## src/rtl/game_pkg.sv

```systemverilog
// Shared game state encoding and BCD timer helpers.
// Used by the sequencer, play timer and display.
package game_pkg;

  localparam int STATE_W = 4;

  typedef enum logic [STATE_W-1:0] {
    ST_TITLE    = 4'd0,
    ST_STAFF    = 4'd1,
    ST_STAGE1   = 4'd2,
    ST_SUCCESS1 = 4'd3,
    ST_STAGE2   = 4'd4,
    ST_SUCCESS2 = 4'd5,
    ST_STAGE3   = 4'd6,
    ST_SUCCESS3 = 4'd7,
    ST_FAIL     = 4'd8,
    ST_HELP     = 4'd9
  } game_state_e;

  function automatic logic [12:0] bcd_to_sec(
    input logic [15:0] bcd
  );
    logic [12:0] m;
    m = 13'(bcd[15:12]) * 13'd10 + 13'(bcd[11:8]);
    return m * 13'd60
         + 13'(bcd[7:4]) * 13'd10
         + 13'(bcd[3:0]);
  endfunction

  function automatic logic bcd_ok(
    input logic [15:0] bcd
  );
    return (bcd[15:12] <= 4'd9)
        && (bcd[11:8]  <= 4'd9)
        && (bcd[7:4]   <= 4'd9)
        && (bcd[3:0]   <= 4'd9);
  endfunction

endpackage

```

## src/rtl/game_state_ctrl_if.sv

```systemverilog
// Button, stage-result and timer inputs plus state outputs
// of the game sequencer.
interface game_state_ctrl_if;
  import game_pkg::*;

  logic               btn_start;
  logic               btn_help;
  logic               btn_back;
  logic               stage_clear;
  logic               stage_fail;
  logic [15:0]        timer_bcd;
  logic [STATE_W-1:0] state;
  logic [1:0]         stage_num;
  logic               state_enter;

  modport master (
    output btn_start, btn_help, btn_back,
    output stage_clear, stage_fail, timer_bcd,
    input  state, stage_num, state_enter
  );

  modport slave (
    input  btn_start, btn_help, btn_back,
    input  stage_clear, stage_fail, timer_bcd,
    output state, stage_num, state_enter
  );

endinterface

```

## src/rtl/sec_tick.sv

```systemverilog
// CLK_HZ prescaler; one-cycle tick per second.
// clr marks the current cycle as cycle 0 of a new second.
module sec_tick #(
  parameter int CLK_HZ = 100000000
) (
  input  logic clk,
  input  logic rst,
  input  logic clr,
  output logic tick
);

  localparam int CW = (CLK_HZ > 1) ? $clog2(CLK_HZ) : 1;

  logic [CW-1:0] cnt_q;
  logic [CW-1:0] cnt_eff;

  assign cnt_eff = clr ? '0 : cnt_q;
  assign tick    = (cnt_eff == CW'(CLK_HZ - 1));

  always_ff @(posedge clk) begin
    if (rst)
      cnt_q <= '0;
    else if (tick)
      cnt_q <= '0;
    else
      cnt_q <= cnt_eff + CW'(1);
  end

endmodule

```

## src/rtl/game_state_ctrl.sv

```systemverilog
// Game sequencer: title/help/staff, three stages with success screens.
// GAME_TIME_LIMIT_EN adds a per-stage time limit from timer_bcd.
module game_state_ctrl
  import game_pkg::*;
#(
  parameter int CLK_HZ      = 100000000,
  parameter int SUCCESS_SEC = 3,
  parameter int LIMIT_SEC   = 300
) (
  input logic               clk,
  input logic               rst,
  game_state_ctrl_if.slave  bus
);

  logic [STATE_W-1:0] state_q, state_d;
  logic [1:0]         num_q, num_d;
  logic               enter_q;
  logic               tick;
  logic [3:0]         sec_q, sec_eff;
  logic               auto_adv;
  logic               expire;
  logic               p_start, p_help, p_back;
  logic               e_clear, e_fail, e_exp, e_abort;

  sec_tick #(.CLK_HZ(CLK_HZ)) u_tick (
    .clk  (clk),
    .rst  (rst),
    .clr  (enter_q),
    .tick (tick)
  );

  assign sec_eff  = enter_q ? 4'd0 : sec_q;
  assign auto_adv = tick && (sec_eff == 4'(SUCCESS_SEC - 1));

  always_ff @(posedge clk) begin
    if (rst)
      sec_q <= 4'd0;
    else if (tick)
      sec_q <= sec_eff + 4'd1;
    else
      sec_q <= sec_eff;
  end

`ifdef GAME_TIME_LIMIT_EN
  logic [12:0] secs_q;
  logic        secs_ok_q;
  logic        enter_d1_q;
  logic        in_stage;

  always_ff @(posedge clk) begin
    if (rst) begin
      secs_q     <= 13'd0;
      secs_ok_q  <= 1'b0;
      enter_d1_q <= 1'b0;
    end else begin
      secs_q     <= bcd_to_sec(bus.timer_bcd);
      secs_ok_q  <= bcd_ok(bus.timer_bcd);
      enter_d1_q <= enter_q;
    end
  end

  assign in_stage = (state_q == ST_STAGE1)
                 || (state_q == ST_STAGE2)
                 || (state_q == ST_STAGE3);

  // timer_bcd lags stage entry; ignore it for two cycles
  assign expire = in_stage && !enter_q && !enter_d1_q
               && secs_ok_q && (secs_q >= 13'(LIMIT_SEC));
`else
  logic unused_bcd;
  assign unused_bcd = ^bus.timer_bcd;
  assign expire     = 1'b0;
`endif

  assign p_start = bus.btn_start;
  assign p_help  = bus.btn_help && !bus.btn_start;
  assign p_back  = bus.btn_back && !bus.btn_start
                && !bus.btn_help;

  assign e_clear = bus.stage_clear;
  assign e_fail  = bus.stage_fail && !e_clear;
  assign e_exp   = expire && !e_clear && !bus.stage_fail;
  assign e_abort = p_back && !e_clear && !bus.stage_fail
                && !expire;

  always_comb begin
    state_d = state_q;
    num_d   = num_q;
    case (state_q)
      ST_TITLE: begin
        unique case (1'b1)
          p_start: begin
            state_d = ST_STAGE1;
            num_d   = 2'd1;
          end
          p_help:  state_d = ST_HELP;
          p_back:  state_d = ST_STAFF;
          default: ;
        endcase
      end
      ST_STAFF: begin
        if (p_start || p_help || p_back)
          state_d = ST_TITLE;
      end
      ST_HELP: begin
        if (p_help || p_back)
          state_d = ST_TITLE;
      end
      ST_STAGE1, ST_STAGE2, ST_STAGE3: begin
        unique case (1'b1)
          e_clear: state_d = state_q + 4'd1;
          e_fail:  state_d = ST_FAIL;
          e_exp:   state_d = ST_FAIL;
          e_abort: state_d = ST_TITLE;
          default: ;
        endcase
      end
      ST_SUCCESS1, ST_SUCCESS2: begin
        if (p_start || auto_adv) begin
          state_d = state_q + 4'd1;
          num_d   = num_q + 2'd1;
        end
      end
      ST_SUCCESS3: begin
        if (p_start || p_back)
          state_d = ST_TITLE;
      end
      ST_FAIL: begin
        unique case (1'b1)
          p_start: state_d = {1'b0, num_q, 1'b0};
          p_back:  state_d = ST_TITLE;
          default: ;
        endcase
      end
      default: begin
        state_d = ST_TITLE;
        num_d   = 2'd0;
      end
    endcase
  end

  always_ff @(posedge clk) begin
    if (rst) begin
      state_q <= ST_TITLE;
      num_q   <= 2'd0;
      enter_q <= 1'b0;
    end else begin
      state_q <= state_d;
      num_q   <= num_d;
      enter_q <= (state_d != state_q);
    end
  end

  assign bus.state       = state_q;
  assign bus.stage_num   = num_q;
  assign bus.state_enter = enter_q;

endmodule

```

## src/flat_wrapper.sv

```systemverilog
// flat-port wrapper written by rule: the top's interface ports become plain ports
module game_state_ctrl_flat import game_pkg::*;
#(
  parameter int CLK_HZ      = 100000000,
  parameter int SUCCESS_SEC = 3,
  parameter int LIMIT_SEC   = 300
)
  (clk, rst, bus_btn_start, bus_btn_help, bus_btn_back, bus_stage_clear, bus_stage_fail, bus_timer_bcd, bus_state, bus_stage_num, bus_state_enter);
  game_state_ctrl_if bus_i ();
  input logic clk;
  input logic rst;
  input wire logic [$bits(bus_i.btn_start)-1:0] bus_btn_start;
  input wire logic [$bits(bus_i.btn_help)-1:0] bus_btn_help;
  input wire logic [$bits(bus_i.btn_back)-1:0] bus_btn_back;
  input wire logic [$bits(bus_i.stage_clear)-1:0] bus_stage_clear;
  input wire logic [$bits(bus_i.stage_fail)-1:0] bus_stage_fail;
  input wire logic [$bits(bus_i.timer_bcd)-1:0] bus_timer_bcd;
  output wire logic [$bits(bus_i.state)-1:0] bus_state;
  output wire logic [$bits(bus_i.stage_num)-1:0] bus_stage_num;
  output wire logic [$bits(bus_i.state_enter)-1:0] bus_state_enter;
  assign bus_i.btn_start = bus_btn_start;
  assign bus_i.btn_help = bus_btn_help;
  assign bus_i.btn_back = bus_btn_back;
  assign bus_i.stage_clear = bus_stage_clear;
  assign bus_i.stage_fail = bus_stage_fail;
  assign bus_i.timer_bcd = bus_timer_bcd;
  assign bus_state = bus_i.state;
  assign bus_stage_num = bus_i.stage_num;
  assign bus_state_enter = bus_i.state_enter;
  game_state_ctrl #(.CLK_HZ(CLK_HZ), .SUCCESS_SEC(SUCCESS_SEC), .LIMIT_SEC(LIMIT_SEC)) u_core (.clk(clk), .rst(rst), .bus(bus_i));
endmodule
```

## config.mk

```make
export PLATFORM = sky130hd
export DESIGN_NAME = game_state_ctrl_flat
export DESIGN_NICKNAME = d
export VERILOG_FILES = /design/src/rtl/game_pkg.sv /design/src/rtl/game_state_ctrl_if.sv /design/src/rtl/sec_tick.sv /design/src/rtl/game_state_ctrl.sv /design/src/flat_wrapper.sv
export SDC_FILE = /design/constraint.sdc
export NUM_CORES = 1
export LEC_CHECK = 0
export CORE_UTILIZATION = 56
export CTS_CLUSTER_DIAMETER = 50
export DETAILED_ROUTE_END_ITERATION = 8
export GPL_TIMING_DRIVEN = 0
export MAX_ROUTING_LAYER = met4
export PLACE_DENSITY = 0.91
export SYNTH_ARGS = -nofsm -noshare
export SYNTH_HDL_FRONTEND = slang
export SYNTH_SLANG_ARGS = --single-unit
```

## constraint.sdc

```tcl
create_clock -name clk -period 3.1 [get_ports clk]
set_input_delay 0.62 -clock clk [delete_from_list [all_inputs] [get_ports clk]]
set_output_delay 0.62 -clock clk [all_outputs]
set_load 0.01 [all_outputs]
```

**Yosys cells after proc, flatten, opt, wreduce, memory -nomap -nowiden**

Cells that the tools add are included.

- $add $sub $neg: 4
- Eq/ne operators: 14
- Mux-type cells: 14
- Bitwise operators: 1
- Reduce and logical (&&, ||, !) cells: 22

Operators with widths:

| operator | count |
|---|---|
| $pmux 4 s7 | 1 |
| $add 27x1->27 const B | 1 |
| $eq 27x27->1 const B | 1 |
| $mux 27 | 1 |
| $mux 4 | 6 |
| $pmux 4 s3 | 2 |
| $eq 4x3->1 const B | 4 |
| $eq 4x2->1 const B | 3 |
| $add 4x1->4 const B | 2 |
| $eq 4x4->1 const B | 2 |
| $pmux 4 s2 | 1 |
| $logic_and 1x1->1 | 7 |
| $reduce_or 7->1 | 1 |
| $pmux 2 s3 | 1 |
| $logic_or 1x1->1 | 5 |
| $eq 4x1->1 const B | 1 |
| $logic_not 1->1 | 4 |
| $logic_not 4->1 | 1 |
| $mux 2 | 2 |
| $ne 4x4->1 | 1 |
| $reduce_or 2->1 | 2 |
| $reduce_and 3->1 | 1 |
| $reduce_or 3->1 | 1 |
| $add 2x1->2 const B | 1 |
| 3 further kinds | 3 |

- Flip-flop bits (word level): 38
- Bits of input ports: 23
- Output and inout bits: 7
- Logic and storage cells: 60

**Depth between registers and ports, before layout**

- Depth after elaboration: 8
- Gate-level depth with buffers: 11
- Mapped depth without buffers: 9

**Modules after synthesis**

From an unflattened synthesis, not the netlist that was laid out.

- Cells, all modules: 284
- Area, all modules: 2,324.7 um^2

Modules (own cells, without submodules):

| module | times used | cells an instance | area an instance (um^2) | seq. area each (um^2) |
|---|---|---|---|---|
| sec_tick | 1 | 160 | 1,357.6 | 540.5 |
| game_state_ctrl | 1 | 124 | 967.2 | 220.2 |

**Worst setup path before layout**

Ideal clock, no wire load.

- Path kind: register -> register
- Start: reg u_core.enter_q, in the netlist u_core.bus.state_enter
- End: reg u_core.enter_q, in the netlist u_core.bus.state_enter
- Setup time: 0.138 ns
- Data arrival time: 2.230 ns
- Required time: 2.962 ns
- Setup slack: 0.733 ns
- Stages on the path, launching flop included: 11
- Buffers on the path: 2
- Period minus slack after synthesis: 2.367 ns
- Path through: dfxtp_1 -> clkbuf_1 -> clkbuf_1 -> nor2b_1 -> ha_1 -> nand4_2 -> nor4_4 -> a31o_4 -> a31oi_2 -> xor2_1 -> a41oi_2

- Cells in the longest elaborated chain, start to end: 7
- Elaborated cells on any way between the ends: 9
- Classes of those cells: 3 x eq/ne; 4 x mux; 2 x reduce/logical

RTL lines:

| what | RTL line | RTL |
|---|---|---|
| start, declared | game_state_ctrl.sv:17 | `logic enter_q;` |
| start signal, assigned | game_state_ctrl.sv:150 | `enter_q <= (state_d != state_q);` |
| $mux 27 or $mux 4 (tied branches) | sec_tick.sv:17, game_state_ctrl.sv:32 |  |
| $eq 27x27->1 or $eq 4x2->1 (tied branches) | sec_tick.sv:18, game_state_ctrl.sv:33 |  |
| $logic_and 1x1->1 (*) | game_state_ctrl.sv:33 | `assign auto_adv = tick && (sec_eff == 4'(SUCCESS_SEC - 1));` |
| $logic_or 1x1->1 (*) | game_state_ctrl.sv:119 | `if (p_start \|\| auto_adv) begin` |
| $mux 4 (*) | game_state_ctrl.sv:119 |  |
| $pmux 4 s7 (*) | game_state_ctrl.sv:89 | `case (state_q)` |
| $ne 4x4->1 (*) | game_state_ctrl.sv:150 |  |

Mark *: on every way between the ends. The rest lies on a longest branch, timed or not.
A chain may end at the register's enable or synchronous reset.

**Final worst setup path**

- Start: reg u_core.enter_q, in the netlist u_core.bus.state_enter
- End: reg u_core.u_tick.cnt_q[3]

- Cells in the longest elaborated chain, start to end: 3
- Elaborated cells on any way between the ends: 4
- Classes of those cells: 1 x add/sub; 1 x eq/ne; 1 x mux; 1 x reduce/logical

RTL lines:

| what | RTL line | RTL |
|---|---|---|
| $mux 27 (*) | sec_tick.sv:17 | `assign cnt_eff = clr ? '0 : cnt_q;` |
| branches (longest 2 deep; another with $add 27x1->27) | n/a |  |
| end signal, assigned | sec_tick.sv:26 | `cnt_q <= cnt_eff + CW'(1);` |
| end, declared | sec_tick.sv:14 | `logic [CW-1:0] cnt_q;` |

Mark *: on every way between the ends.

==> summary.md <==
| Metric | Value |
|---|---|
| Most common cell on crit path | `clkbuf_1` |
| Total grt overflow | `0` |
| Multi-input logic area | `~1500 µm²` |
| Internal power | `~940 µW` |
| Top-Level Pins | `30` |
| Sw Pwr | `~410 µW` |
| Power share of the clock group | `31.8%` |
| P&R area growth vs syn | `12.7%` |
| Max Cap Viol | `0` |
| R2R Setup Slk | `between 0.2 and 0.25 ns` |
| Die Y | `67.5 µm` |
| Total number of vias | `roughly 2100` |
| CTS Sinks | `38` |
| Unrepaired setup endpoints after global routing | `no` |
| Reg2Reg Depth | `11` |
| Master of the slowest instance on the critical path | `nor4_4` |
| WHS | `0.530 ns` |
| Main synth FF type | `dfxtp_1` |
| CP cell instances | `clkbuf_1, clkbuf_1, nor2b_1, ha_1, nand4_2, nor4_4, and2_4, or3_1, buf_2, buf_4, nor2_1` |
| Drt total wl | `~5300 µm` |
| Worst slew pin tran | `between 0.6 and 0.7 ns` |
| Syn_area_per_cell | `about 8.5 µm²` |
| Die width | `approximately 67 µm` |
| # hold bufs at CTS | `0` |
| Yosys warns | `0` |
| Commonest cells in the synthesized netlist | `nor2_1, dfxtp_1, xnor2_1` |
| Sw Share | `between 30% and 40%` |
| FF-to-FF End | `u_core.u_tick.cnt_q[3]$_SDFF_PP0_` |
| WS Path Type | `reg2reg` |
| Post-CTS resize count | `0` |
| Core region area | `4060 µm²` |
| Share of cells above drive strength 1 | `a little over a tenth` |
| Cell taking the most area after synthesis | `dfxtp_1` |
| Pwr per Cell Area | `about 500 nW/µm²` |
| Vias in the first global route | `a little under 2000` |
| Iter 0 DRT Violations | `213` |
| Initial Util | `between 50 and 60%` |
| Buf+Inv Stages, Crit Path | `4` |
| Min-delay worst type | `reg2reg` |
| First-pass GRT wire length | `about 8800 µm` |
| TritonRoute pass-1 iters | `4` |
| Bufs on Longest Clock Path | `2` |
| Hold Path End | `u_core.u_tick.cnt_q[14]$_SDFF_PP0_` |
| R2R Path Start | `u_core.bus.state_enter$_SDFF_PP0_` |
| Syn Inst Count | `approximately 280` |
| Antenna viol nets, final | `0` |
| Sequential power share | `approximately two fifths` |
| Static Leak | `slightly below 0.001 µW` |
| Setup violators final | `0` |
| Gpl congestion | `around 0.95` |
| DRC viols | `0` |
| Worst-path maximum fanout | `10` |
| Antenna Cells | `0` |
| CTS root buf | `clkbuf_8` |
| Row Count | `23` |
| VDD IR max | `~430 µV` |
| H-Tree Depth | `2` |
| Crit path launch type | `register` |
| Fin Setup TNS | `0 ns` |
| HPWL after detailed placement | `roughly 3900 µm` |
| Critical path's largest stage delay | `0.45 ns` |
| Critical Path RT | `between 3 and 4 ns` |
| Status | `complete, no violations` |
| Die Area | `between 4000 and 5000 µm²` |
| Main area contributors after synthesis | `dfxtp_1, xnor2_1, nor2_1` |
| Clock-pin transition on the worst setup and hold timing paths | `about 0.07 ns` |
| Netlist cell types | `59` |
| Routed length per instance | `14.9 µm` |
| Area taken by flip-flops and latches | `roughly 760 µm²` |
| Gr usage total | `a little over a quarter` |
| Relative slew slack | `roughly 56%` |
| Buffers on Ports | `13` |
| Nets | `between 300 and 400` |
| Initial antenna violation count | `0` |
| Cell Area, Synth | `between 2000 and 2500 µm²` |
| Post-synth EDFFs | `0` |
| CP Depth | `11` |
| Number of post-CTS setup repair buffers | `0` |
| Total CTS buffers | `5` |
| Largest net degree at the start of global routing | `12` |
| Worst-Skew Late Latency | `around 0.29 ns` |
| Fin crit period | `~2.9 ns` |
| Layout fillers | `between 300 and 400` |
| Asr flop ratio synth | `0%` |
| FF+latch count, synth | `38` |
| Worst hold path startpoint | `u_core.u_tick.cnt_q[14]$_SDFF_PP0_` |
| Final Hold Vio Count | `0` |
| Proportion of power drawn by combinational gates | `between 20% and 30%` |
| Synth top area share | `31.7%` |
| CTS tree | `yes` |
| Final Max Slew Viols | `0` |
| Max Clock Skew | `between 0.003 and 0.004 ns` |
| Count leader, synth | `nor2_1` |
| Crit path DAT | `3.05 ns` |
| Fmax | `about 0.35 GHz` |
| Final period utilization | `between 90 and 100%` |
| Hold path cells | `2` |
| Post-synthesis sequential area ratio | `31.7%` |
| Setup crit end kind | `register` |
| CP startpoint | `u_core.bus.state_enter$_SDFF_PP0_` |
| Worst path top cell family by delay | `simple AND/OR/NAND/NOR gates` |
| Mapped Nets | `roughly 310` |
| Vias/cell | `between 5 and 6` |
-- worst register-to-register path, cell delays in order (launching register included) --
cell      delay, ns
dfxtp_1        0.37
clkbuf_1       0.25
clkbuf_1       0.26
nor2b_1        0.21
ha_1           0.26
nand4_2        0.17
nor4_4         0.45
and2_4         0.25
or3_1          0.12
buf_2          0.17
buf_4          0.19
nor2_1         0.06
-- worst max-delay path by stage --
stage	to	slack [ns]
4_1_cts	u_core.u_tick.cnt_q[3]$_SDFF_PP0_	0.24
5_1_grt	u_core.bus.state_enter$_SDFF_PP0_	0.001
3_5_place_dp	u_core.u_tick.cnt_q[3]$_SDFF_PP0_	0.26
3_3_place_gp	u_core.u_tick.cnt_q[3]$_SDFF_PP0_	0.34
2_1_floorplan	u_core.bus.state_enter$_SDFF_PP0_	0.73
6_report	u_core.u_tick.cnt_q[3]$_SDFF_PP0_	0.24
-- registers in the layout (all words and copies together), names as in the netlist --
signal / flops
u_core.u_tick.cnt_q: 27
u_core.sec_q: 4
u_core.bus.state: 4
u_core.bus.state_enter: 1
u_core.bus.stage_num: 2
-- power by group through the flow --
stage / combinational, µW / clock, µW / sequential (µW)
after floorplan: 255 / 0 / 555
after global placement: 367 / 0 / 553
after detailed placement: 372 / 0 / 555
after CTS: 373 / 439 / 543
after global routing: 406 / 461 / 547
final: 379 / 431 / 544
-- final cells by class --
type | count | share of cell area, %
flip-flops and latches | 38 | 28.1
plain buffers | 12 | 2.31
inverters | 9 | 1.25
well taps | 50 | 2.31
clock inverters | 1 | 1.11
clock buffers | 6 | 3.05
multi-input cells | 225 | 57.1
repair buffers | 13 | 4.81
-- metal layers --
metal	up-vias	global-route usage, %	wire length, µm
met1	1013	34.7	2530
met4	0	11.2	89
li1	1034	-	-
met3	9	4.39	223
met2	60	40.0	2430
met5	-	-	0
-- logic make-up after synthesis --
logic type / Yosys count / synth area share [%]
adder cells (fa/ha/maj): 7 / 3.65
XOR/XNOR: 29 / 10.6
buffers and inverters: 21 / 4.01
flip-flops: 38 / 31.7
AO/OA/AOI/OAI: 40 / 13.2
multiplexers: 2 / 0.989
AND/OR/NAND/NOR: 147 / 35.9
-- per-stage QoR --
stage	setup WS [ns]	cell area, µm²	utilization [%]	instances	power, µW
global placement	0.342	2590	64.0	347	921
finish	0.239	2710	66.7	354	1350
global route	0.00142	2710	66.7	354	1410
CTS	0.245	2710	66.7	354	1360
detailed placement	0.259	2590	64.0	347	927
floorplan	0.733	2400	-	284	810
-- cells in the final DEF, fill, tap and decap left out, types with 2 or more instances in the layout --
cell	count
nor2_1	43
dfxtp_1	38
xnor2_1	19
nand2b_1	14
nor2b_1	13
nand2_1	13
clkdlybuf4s50_1	13
nand3_1	11
xor2_1	10
inv_1	9
nand4_1	7
and3_1	7
ha_1	7
o21ai_0	6
a21oi_1	6
clkbuf_8	6
clkbuf_1	5
buf_2	5
nor3_1	5
nand3b_1	4
nor4b_1	3
and2_1	3
and4_1	3
a211oi_1	3
o211ai_1	3
nand4_2	2
nand4b_1	2
or3_1	2
and4b_1	2
and3b_1	2
nor3b_1	2
a21oi_2	2
a32o_1	2
or4b_4	2
a32oi_1	2
o21bai_1	2
No activity file was read; power rests on OpenSTA's default activity.
